[src/rtl/bus_arbiter.sv]
// Arbitrates N_REQ requesters onto one single-word AHB-lite bus front-end.
// Define ARB_ROUND_ROBIN_EN for round-robin arbitration; default is fixed priority (index 0 highest).
module bus_arbiter #(
  parameter int unsigned N_REQ = 2,
  parameter int unsigned IDX_W = (N_REQ > 1) ? $clog2(N_REQ) : 1
) (
  input  logic                  clk,
  input  logic                  rst,
  input  logic [N_REQ-1:0]      req,
  input  logic [N_REQ-1:0]      req_write,
  input  logic [N_REQ*32-1:0]   req_addr,
  input  logic [N_REQ*32-1:0]   req_wdata,
  output logic [N_REQ-1:0]      done,
  output logic [N_REQ-1:0]      err,
  output logic [31:0]           rdata,
  output logic                  bus_start,
  output logic                  bus_write,
  output logic [31:0]           bus_addr,
  output logic [31:0]           bus_wdata,
  input  logic                  bus_ready,
  input  logic [31:0]           bus_rdata,
  input  logic                  bus_resp,
  output logic [IDX_W-1:0]      owner,
  output logic                  busy
);

  typedef enum logic [1:0] {IDLE, ADDR, DATA} state_t;

  state_t           state;
  state_t           state_next;
  logic [IDX_W-1:0] win;
  logic             found;
  logic [IDX_W-1:0] idx;
  logic [IDX_W:0]   sum;
  logic [31:0]      addr_arr  [N_REQ];
  logic [31:0]      wdata_arr [N_REQ];

`ifdef ARB_ROUND_ROBIN_EN
  logic [IDX_W-1:0] ptr;
`endif

  for (genvar g = 0; g < int'(N_REQ); g++) begin : g_slice
    assign addr_arr[g]  = req_addr[32*g +: 32];
    assign wdata_arr[g] = req_wdata[32*g +: 32];
  end

  // Winner search plus next-state logic.
  always_comb begin
    state_next = state;
    win        = '0;
    found      = 1'b0;
    idx        = '0;
    sum        = '0;
    for (int unsigned k = 0; k < N_REQ; k++) begin
`ifdef ARB_ROUND_ROBIN_EN
      sum = {1'b0, ptr} + (IDX_W+1)'(k);
      if (sum >= (IDX_W+1)'(N_REQ)) sum = sum - (IDX_W+1)'(N_REQ);
`else
      sum = (IDX_W+1)'(k);
`endif
      idx = IDX_W'(sum);
      if (!found && req[idx]) begin
        found = 1'b1;
        win   = idx;
      end
    end
    case (state)
      IDLE:    if (found) state_next = ADDR;
      ADDR:    if (bus_ready) state_next = DATA;
      DATA:    if (bus_ready) state_next = IDLE;
      default: state_next = IDLE;
    endcase
  end

  always_ff @(posedge clk or negedge rst) begin
    if (!rst) state <= IDLE;
    else      state <= state_next;
  end

  // Registered datapath and outputs; request fields are captured only at grant.
  always_ff @(posedge clk or negedge rst) begin
    if (!rst) begin
      done      <= '0;
      err       <= '0;
      rdata     <= '0;
      bus_start <= 1'b0;
      bus_write <= 1'b0;
      bus_addr  <= '0;
      bus_wdata <= '0;
      owner     <= '0;
      busy      <= 1'b0;
`ifdef ARB_ROUND_ROBIN_EN
      ptr       <= '0;
`endif
    end else begin
      done      <= '0;
      err       <= '0;
      bus_start <= (state_next == ADDR);
      busy      <= (state_next != IDLE);
      if (state == IDLE && found) begin
        owner     <= win;
        bus_write <= req_write[win];
        bus_addr  <= addr_arr[win];
        bus_wdata <= wdata_arr[win];
`ifdef ARB_ROUND_ROBIN_EN
        if (win == IDX_W'(N_REQ - 1)) ptr <= '0;
        else                          ptr <= win + IDX_W'(1);
`endif
      end
      if (state == DATA && bus_ready) begin
        done <= N_REQ'(1) << owner;
        if (bus_resp) err <= N_REQ'(1) << owner;
        if (!bus_write) rdata <= bus_rdata;
      end
    end
  end

endmodule

[config.mk]
export PLATFORM = sky130hd
export DESIGN_NAME = bus_arbiter
export DESIGN_NICKNAME = d
export VERILOG_FILES = /design/src/rtl/bus_arbiter.sv
export SDC_FILE = /design/constraint.sdc
export NUM_CORES = 1
export LEC_CHECK = 0
export BUFFER_PORTS_ARGS = -buffer_cell sky130_fd_sc_hd__buf_4
export CAP_MARGIN = 30
export CORE_MARGIN = 3
export CORE_UTILIZATION = 40
export CTS_CLUSTER_DIAMETER = 200
export DETAILED_ROUTE_END_ITERATION = 10
export PLACE_DENSITY_LB_ADDON = 0.3
export SYNTH_ARGS = -nofsm -noshare
export SYNTH_HDL_FRONTEND = slang
export SYNTH_SLANG_ARGS = --single-unit
export TNS_END_PERCENT = 5
[constraint.sdc]
create_clock -name clk -period 1.6 [get_ports clk]
set_clock_uncertainty 0.05 [all_clocks]
set_input_delay 0.08 -clock clk [delete_from_list [all_inputs] [get_ports clk]]
set_output_delay 0.08 -clock clk [all_outputs]
set_load 0.02 [all_outputs]
==> impl_metrics.env, run 1 <==
export IMPL_ys_ff_latch=106
export IMPL_cp_depth=4
export IMPL_synthCells=314
export IMPL_seqCellArea_mm2=0.00265
export IMPL_fin_crit_sh_pct=96.8
export IMPL_routed_via_count=3782
export IMPL_setup_violations=0
export IMPL_multi_input_area_mm2=0.00199
export IMPL_ir_worst_vdd_v=0.000938
export IMPL_dr_pass1_iters=4
export IMPL_synth_cell_types=23
export IMPL_outcome="finished, final reports clean"
export IMPL_ant_nets=0
export IMPL_cts_max_level=3
export IMPL_cts_tree="built"
export IMPL_cts_sinks=106
export IMPL_num_nets_final=787
export IMPL_critPathMaxFanout=19
export IMPL_powerDensity_mw_per_mm2=1820
export IMPL_place_congestion=0.768
export IMPL_cts_root_buf="clkbuf_16"
export IMPL_crit_path_cell_trace="nor2_4 -> o21a_4 -> buf_12 -> mux2_2"
export IMPL_cts_buffer_depth=2
export IMPL_area_growth_pct=58.9
export IMPL_dp_cells=715
export IMPL_antenna_cells=0
export IMPL_ys_seq_area_share_pct=55.0
export IMPL_finalHoldViolCount=0
export IMPL_post_route_util_pct=66.0
export IMPL_fmax_mhz=646
export IMPL_insertion_delay_ns=0.33
export IMPL_drt_wl_total_mm=13.5
export IMPL_avgSynthCellArea_um2=15.4
export IMPL_netlist_area_mm2=0.00482
export IMPL_ys_warn_count=0
export IMPL_period_minus_slack_ns=1.55
export IMPL_numCtsBuffers=9
export IMPL_path_delay_family="flip-flops"
export IMPL_row_count=39
export IMPL_drt_iter0_markers=158
export IMPL_p_leak_uw=0.00388
export IMPL_dp_hpwl_mm=10.1
export IMPL_fill_cells=841
export IMPL_hold_depth=3
export IMPL_antenna_found_initial=0
export IMPL_slowest_delay_ns=0.44
export IMPL_criticalPathCategory="flip-flop to flip-flop"
export IMPL_fin_cells=767
export IMPL_drc=0
export IMPL_grt_pass1_vias=3929
export IMPL_cp_start_kind="flip-flop"
export IMPL_worst_pin_slew_ns=0.593
export IMPL_io_pins=272
export IMPL_arrival_ns=1.72
export IMPL_grt_pass1_wl_mm=20.1
export IMPL_clk_pin_slew_ns=0.07
export IMPL_vias_per_cell=4.93
export IMPL_grt_max_degree=107
export IMPL_core_area_mm2=0.0116
export IMPL_worst_r2r_path_depth=4
export IMPL_die_h_um=116
export IMPL_path_buf_inv=1
export IMPL_slew_violations=0
export IMPL_die_width_um=116
export IMPL_endpoint_kind="flip-flop"
export IMPL_crit_required_ns=1.78
export IMPL_overflow=0
export IMPL_cap_viol_max_count=0
export IMPL_cpMaxStageDelayCell="dfrtp_1"
export IMPL_synthesis_nets=482
export IMPL_io_buffers=271
export IMPL_start_util_pct=41.5
export IMPL_worstHoldPathType="input port to flip-flop"
export IMPL_die_area_mm2=0.0134
export IMPL_grt_usage_pct=19.4
export IMPL_rsz0062_at_grt="true"
export IMPL_drive_above_1_share_pct=63.6
export IMPL_wire_per_inst_um=17.7
export IMPL_max_slew_margin_pct=60.5
stage by stage:
| stage | cell area [um^2] | hold WS, ns | total power [uW] | setup TNS (ns) | setup slack, ns |
|---|---|---|---|---|---|
| 5_1_grt | 7660 | 0.0248 | 14700 | -0.257 | -0.0180 |
| 4_1_cts | 7650 | 0.00606 | 14100 | 0 | 0.0265 |
| 2_1_floorplan | 4820 | -0.266 | 8900 | 0 | 0.106 |
| 6_report | 7660 | 0.0154 | 14000 | 0 | 0.0513 |
| 3_3_place_gp | 6990 | 0.130 | 11600 | 0 | 0.0218 |
| 3_5_place_dp | 6990 | 0.133 | 11800 | -0.151 | -0.0214 |
cell type report:
cell class / count / share of cell area [%]
Clock buffer: 12 / 3.22
Clock inverter: 4 / 0.669
Sequential cell: 106 / 34.6
Tap cell: 143 / 2.33
Multi-Input combinational cell: 183 / 26.0
Timing Repair Buffer: 318 / 33.1
Inverter: 1 / 0.0490
synth_stat cells:
| cell | count | area, um^2 |
|---|---|---|
| a21oi_1 | 2 | 10.0 |
| a22o_1 | 64 | 561 |
| and2_1 | 2 | 12.5 |
| and3_1 | 1 | 6.26 |
| buf_12 | 5 | 100 |
| buf_2 | 9 | 45.0 |
| buf_4 | 3 | 22.5 |
| buf_6 | 1 | 11.3 |
| clkbuf_1 | 6 | 22.5 |
| dfrtp_1 | 106 | 2650 |
| inv_1 | 1 | 3.75 |
| mux2_1 | 3 | 33.8 |
| mux2_2 | 45 | 507 |
| mux2_4 | 50 | 751 |
| nand2_1 | 2 | 7.51 |
| nand2b_1 | 1 | 6.26 |
| nand3_1 | 1 | 5.00 |
| nand3b_1 | 1 | 7.51 |
| nor2_1 | 3 | 11.3 |
| nor2_2 | 2 | 12.5 |
| nor2b_1 | 1 | 6.26 |
| o21a_1 | 1 | 7.51 |
| o21ai_0 | 4 | 20.0 |
tightest hold or removal path, cell delays in order:
cell     delay, ns
buf_4         0.11
a21oi_1       0.06
a21oi_1       0.10
routing by layer:
| metal | vias up | track usage (%) | wire length, um |
|---|---|---|---|
| met5 | - | 0 | 0 |
| met4 | 0 | 4.72 | 113 |
| met3 | 9 | 5.43 | 1180 |
| met2 | 178 | 34.6 | 6740 |
| met1 | 1815 | 23.3 | 5510 |
| li1 | 1780 | - | - |
flip-flops by register name (all words and copies together) (netlist names):
name and count:
done 2, owner 1, bus_start 1, err 2, state 2, bus_wdata 32, bus_write 1, busy 1
rdata 32, bus_addr 32
worst paths after layout:
check | start | end | slack, ns
min reg2reg | rdata[17]$_DFFE_PN0P_ | rdata[17]$_DFFE_PN0P_ | 0.45
max reg2reg | state[1]$_DFF_PN0_ | bus_wdata[31]$_DFFE_PN0P_ | 0.05
min | req[1] | owner$_DFFE_PN0P_ | 0.02
min in group asynchronous | rst | bus_wdata[3]$_DFFE_PN0P_ | 0.25
max | state[1]$_DFF_PN0_ | bus_wdata[31]$_DFFE_PN0P_ | 0.05
max in group asynchronous | rst | state[0]$_DFF_PN0_ | 0.72
cells by family (layout without fill, tap and decap cells):
group,Yosys count,in the layout,synth area share (%)
buf+inv,25,335,4.26
simple gates,14,14,1.56
flops,106,106,55.0
mux,98,98,26.8
compound gates,71,71,12.4
power by group:
| group | internal [uW] | switching [uW] | total (uW) |
|---|---|---|---|
| registers | 3940 | 783 | 4720 |
| clock network | 1260 | 914 | 2170 |
| logic | 3820 | 3250 | 7070 |
cell usage in the layout, fill, tap and decap left out:
cell           count
buf_4            278
dfrtp_1          105
a22o_1            64
mux2_4            52
mux2_2            43
dlygate4sd3_1     35
clkbuf_16          9
buf_12             5
o21ai_0            4
nor2_1             3
mux2_1             3
nand2_1            2
and2_1             2
a21oi_1            2
clkbuf_1           2
inv_1              1
nand2b_1           1
nor2_4             1
nand3b_1           1
and3_1             1
nand3_1            1
nor2_2             1
nor2b_4            1
o21a_4             1
bufinv_16          1
clkinvlp_4         1
clkinv_2           1
clkinv_4           1
clkbuf_8           1
dfrtp_2            1
repair_timing:
| item | in CTS | in global routing |
|---|---|---|
| hold endpoints to repair | 142 | 0 |
| gates resized for setup | 1 | 3 |
| gates cloned | 0 | 0 |
| hold buffers | 35 | 0 |
| setup endpoints to repair | 15 | 38 |
| setup buffers | 1 | 0 |
(Power assumes the default switching activity.)
==> run 2, diff against run 1 <==
--- a/config.mk
+++ b/config.mk
@@ -8,7 +8,7 @@
 export BUFFER_PORTS_ARGS = -buffer_cell sky130_fd_sc_hd__buf_4
 export CAP_MARGIN = 30
 export CORE_MARGIN = 3
-export CORE_UTILIZATION = 40
+export CORE_UTILIZATION = 48
 export CTS_CLUSTER_DIAMETER = 200
 export DETAILED_ROUTE_END_ITERATION = 10
 export PLACE_DENSITY_LB_ADDON = 0.3
==> constraint.sdc (replaced) <==
create_clock -name clk -period 1.8 [get_ports clk]
set_clock_uncertainty 0.05 [all_clocks]
set_input_delay 0.09 -clock clk [delete_from_list [all_inputs] [get_ports clk]]
set_output_delay 0.09 -clock clk [all_outputs]
set_load 0.02 [all_outputs]
==> run 2 against run 1 <==
- final area decreased by 0.69%
- non-clock buffer count increased by 7
- sequential share of layout area increased by 0.22 points
- maximum frequency decreased by 6.5%
- clock-buffer cell count decreased by 2
- setup slack improved by 0.093 ns
- utilization increased by 14 points
- worst hold slack got worse by 0.00055 ns
- die area decreased by 16%
- global-route usage increased by 5.8 points
- largest cell class unchanged
- largest power group unchanged
==> impl_metrics.env, run 2 (synthesized netlist as in run 1, its figures left out) <==
export IMPL_grt_max_degree=107
export IMPL_drive_above_1_share_pct=62.6
export IMPL_cts_setup_buffers=0
export IMPL_fin_setup_tns_ns=0
export IMPL_finalHoldViolCount=0
export IMPL_path_delay_family="flip-flops"
export IMPL_grt_pass1_wl_mm=22.1
export IMPL_cpMaxStageDelayCell="dfrtp_1"
export IMPL_max_slew_margin_pct=59.7
export IMPL_hold_depth=3
export IMPL_antenna_found_initial=0
export IMPL_setup_violations=0
export IMPL_critPathMaxFanout=26
export IMPL_slew_violations=0
export IMPL_start_util_pct=50.7
export IMPL_layout_common_cells="buf_4 (275), dfrtp_1 (106), a22o_1 (64)"
export IMPL_dr_pass1_iters=4
export IMPL_cts_root_buf="clkbuf_8"
export IMPL_crit_path_cell_trace="nor2_2 -> o21a_4 -> buf_12 -> mux2_2"
export IMPL_io_buffers=271
export IMPL_die_width_um=106
export IMPL_vias_per_cell=5.22
export IMPL_path_buf_inv=1
export IMPL_place_congestion=0.769
export IMPL_worstHoldPathType="input port to flip-flop"
export IMPL_clk_pin_slew_ns=0.11
export IMPL_criticalPathCategory="flip-flop to flip-flop"
export IMPL_antenna_cells=0
export IMPL_cts_sinks=106
export IMPL_worst_pin_slew_ns=0.604
export IMPL_crit_required_ns=1.99
export IMPL_cp_start_kind="flip-flop"
export IMPL_drt_iter0_markers=126
export IMPL_area_growth_pct=57.8
export IMPL_core_area_mm2=0.00950
export IMPL_row_count=35
export IMPL_cp_depth=4
export IMPL_numCtsBuffers=9
export IMPL_period_minus_slack_ns=1.66
export IMPL_cap_viol_max_count=0
export IMPL_ant_nets=0
export IMPL_post_cts_resize_count=0
export IMPL_grt_usage_pct=25.3
export IMPL_io_pins=272
export IMPL_die_h_um=106
export IMPL_drc=0
export IMPL_outcome="finished, final reports clean"
export IMPL_p_leak_uw=0.00385
export IMPL_insertion_delay_ns=0.35
export IMPL_cts_max_level=3
export IMPL_rsz0062_at_grt="false"
export IMPL_routed_via_count=3968
export IMPL_worst_r2r_path_depth=4
export IMPL_layout_commonest_cell="buf_4"
export IMPL_ir_worst_vdd_v=0.000935
export IMPL_slowest_delay_ns=0.44
export IMPL_grt_pass1_vias=4138
export IMPL_fin_ws_ns=0.144
export IMPL_cts_tree="built"
export IMPL_overflow=0
export IMPL_num_nets_final=794
export IMPL_powerDensity_mw_per_mm2=1570
export IMPL_largestRegisters="bus_addr x32, bus_wdata x32, rdata x32"
export IMPL_die_area_mm2=0.0113
export IMPL_fmax_mhz=604
export IMPL_wire_per_inst_um=19.4
export IMPL_dp_slack_ns=0.166
export IMPL_cts_buffer_depth=2
export IMPL_fin_crit_sh_pct=92.0
export IMPL_drt_wl_total_mm=14.7
export IMPL_dp_hpwl_mm=10.1
export IMPL_endpoint_kind="flip-flop"
export IMPL_arrival_ns=1.85
## run 2: changes by cell type in the layout (fill, tap and decap cells not counted), sizes merged
cell	before	now
bufinv	1	0
dlygate4sd3	35	45
clkbuf	12	10
buf	283	280
inv	1	2
clkinv	2	4
## run 2: cell type report
type,count,area [um^2]
Clock buffer,10,138
Sequential cell,106,2650
Timing Repair Buffer,325,2620
Clock inverter,6,61.3
Fill cell,526,1890
Inverter,1,3.75
Tap cell,129,161
Multi-Input combinational cell,183,1980
## run 2: repair_timing
item                                    CTS  global route
hold endpoints to repair                151             2
hold buffers                             43             2
endpoints found under the setup margin    0             0
## run 2: worst paths after layout
kind / startpoint / endpoint / slack (ns)
setup / recovery: state[1]$_DFF_PN0_ / bus_wdata[31]$_DFFE_PN0P_ / 0.14
hold / removal: req_addr[51] / bus_addr[19]$_DFFE_PN0P_ / 0.01
setup reg to reg: state[1]$_DFF_PN0_ / bus_wdata[31]$_DFFE_PN0P_ / 0.14
hold reg to reg: rdata[16]$_DFFE_PN0P_ / rdata[16]$_DFFE_PN0P_ / 0.46
max in group asynchronous: rst / bus_wdata[19]$_DFFE_PN0P_ / 1.00
min in group asynchronous: rst / rdata[4]$_DFFE_PN0P_ / 0.26
## run 2: tightest hold or removal path, stage by stage
cell	delay, ns
buf_4	0.08
a22o_1	0.11
mux2_4	0.13
## run 2: report_power, final
part	total (uW)	internal, uW	switching (uW)
registers	4210	3490	721
clock network	1430	570	859
logic	6330	3360	2960
## run 2: per-layer routing
layer,track usage (%),part of all wire [%]
met4,10.5,3.1
met3,6.25,7.3
met1,29.3,38
met5,0,0
met2,44.5,52
## run 2: per-stage QoR
step                      power [uW]  util (%)  instances  cell area (um^2)  hold WS [ns]
after global routing           12500      80.1        760              7610       0.00297
after global placement         10200      73.3        699              6960         0.143
after floorplan                 7910         -        314              4820        -0.256
after detailed placement       10400      73.3        699              6960         0.154
final                          12000      80.1        760              7610        0.0149
after CTS                      11900      79.9        758              7590     0.0000292
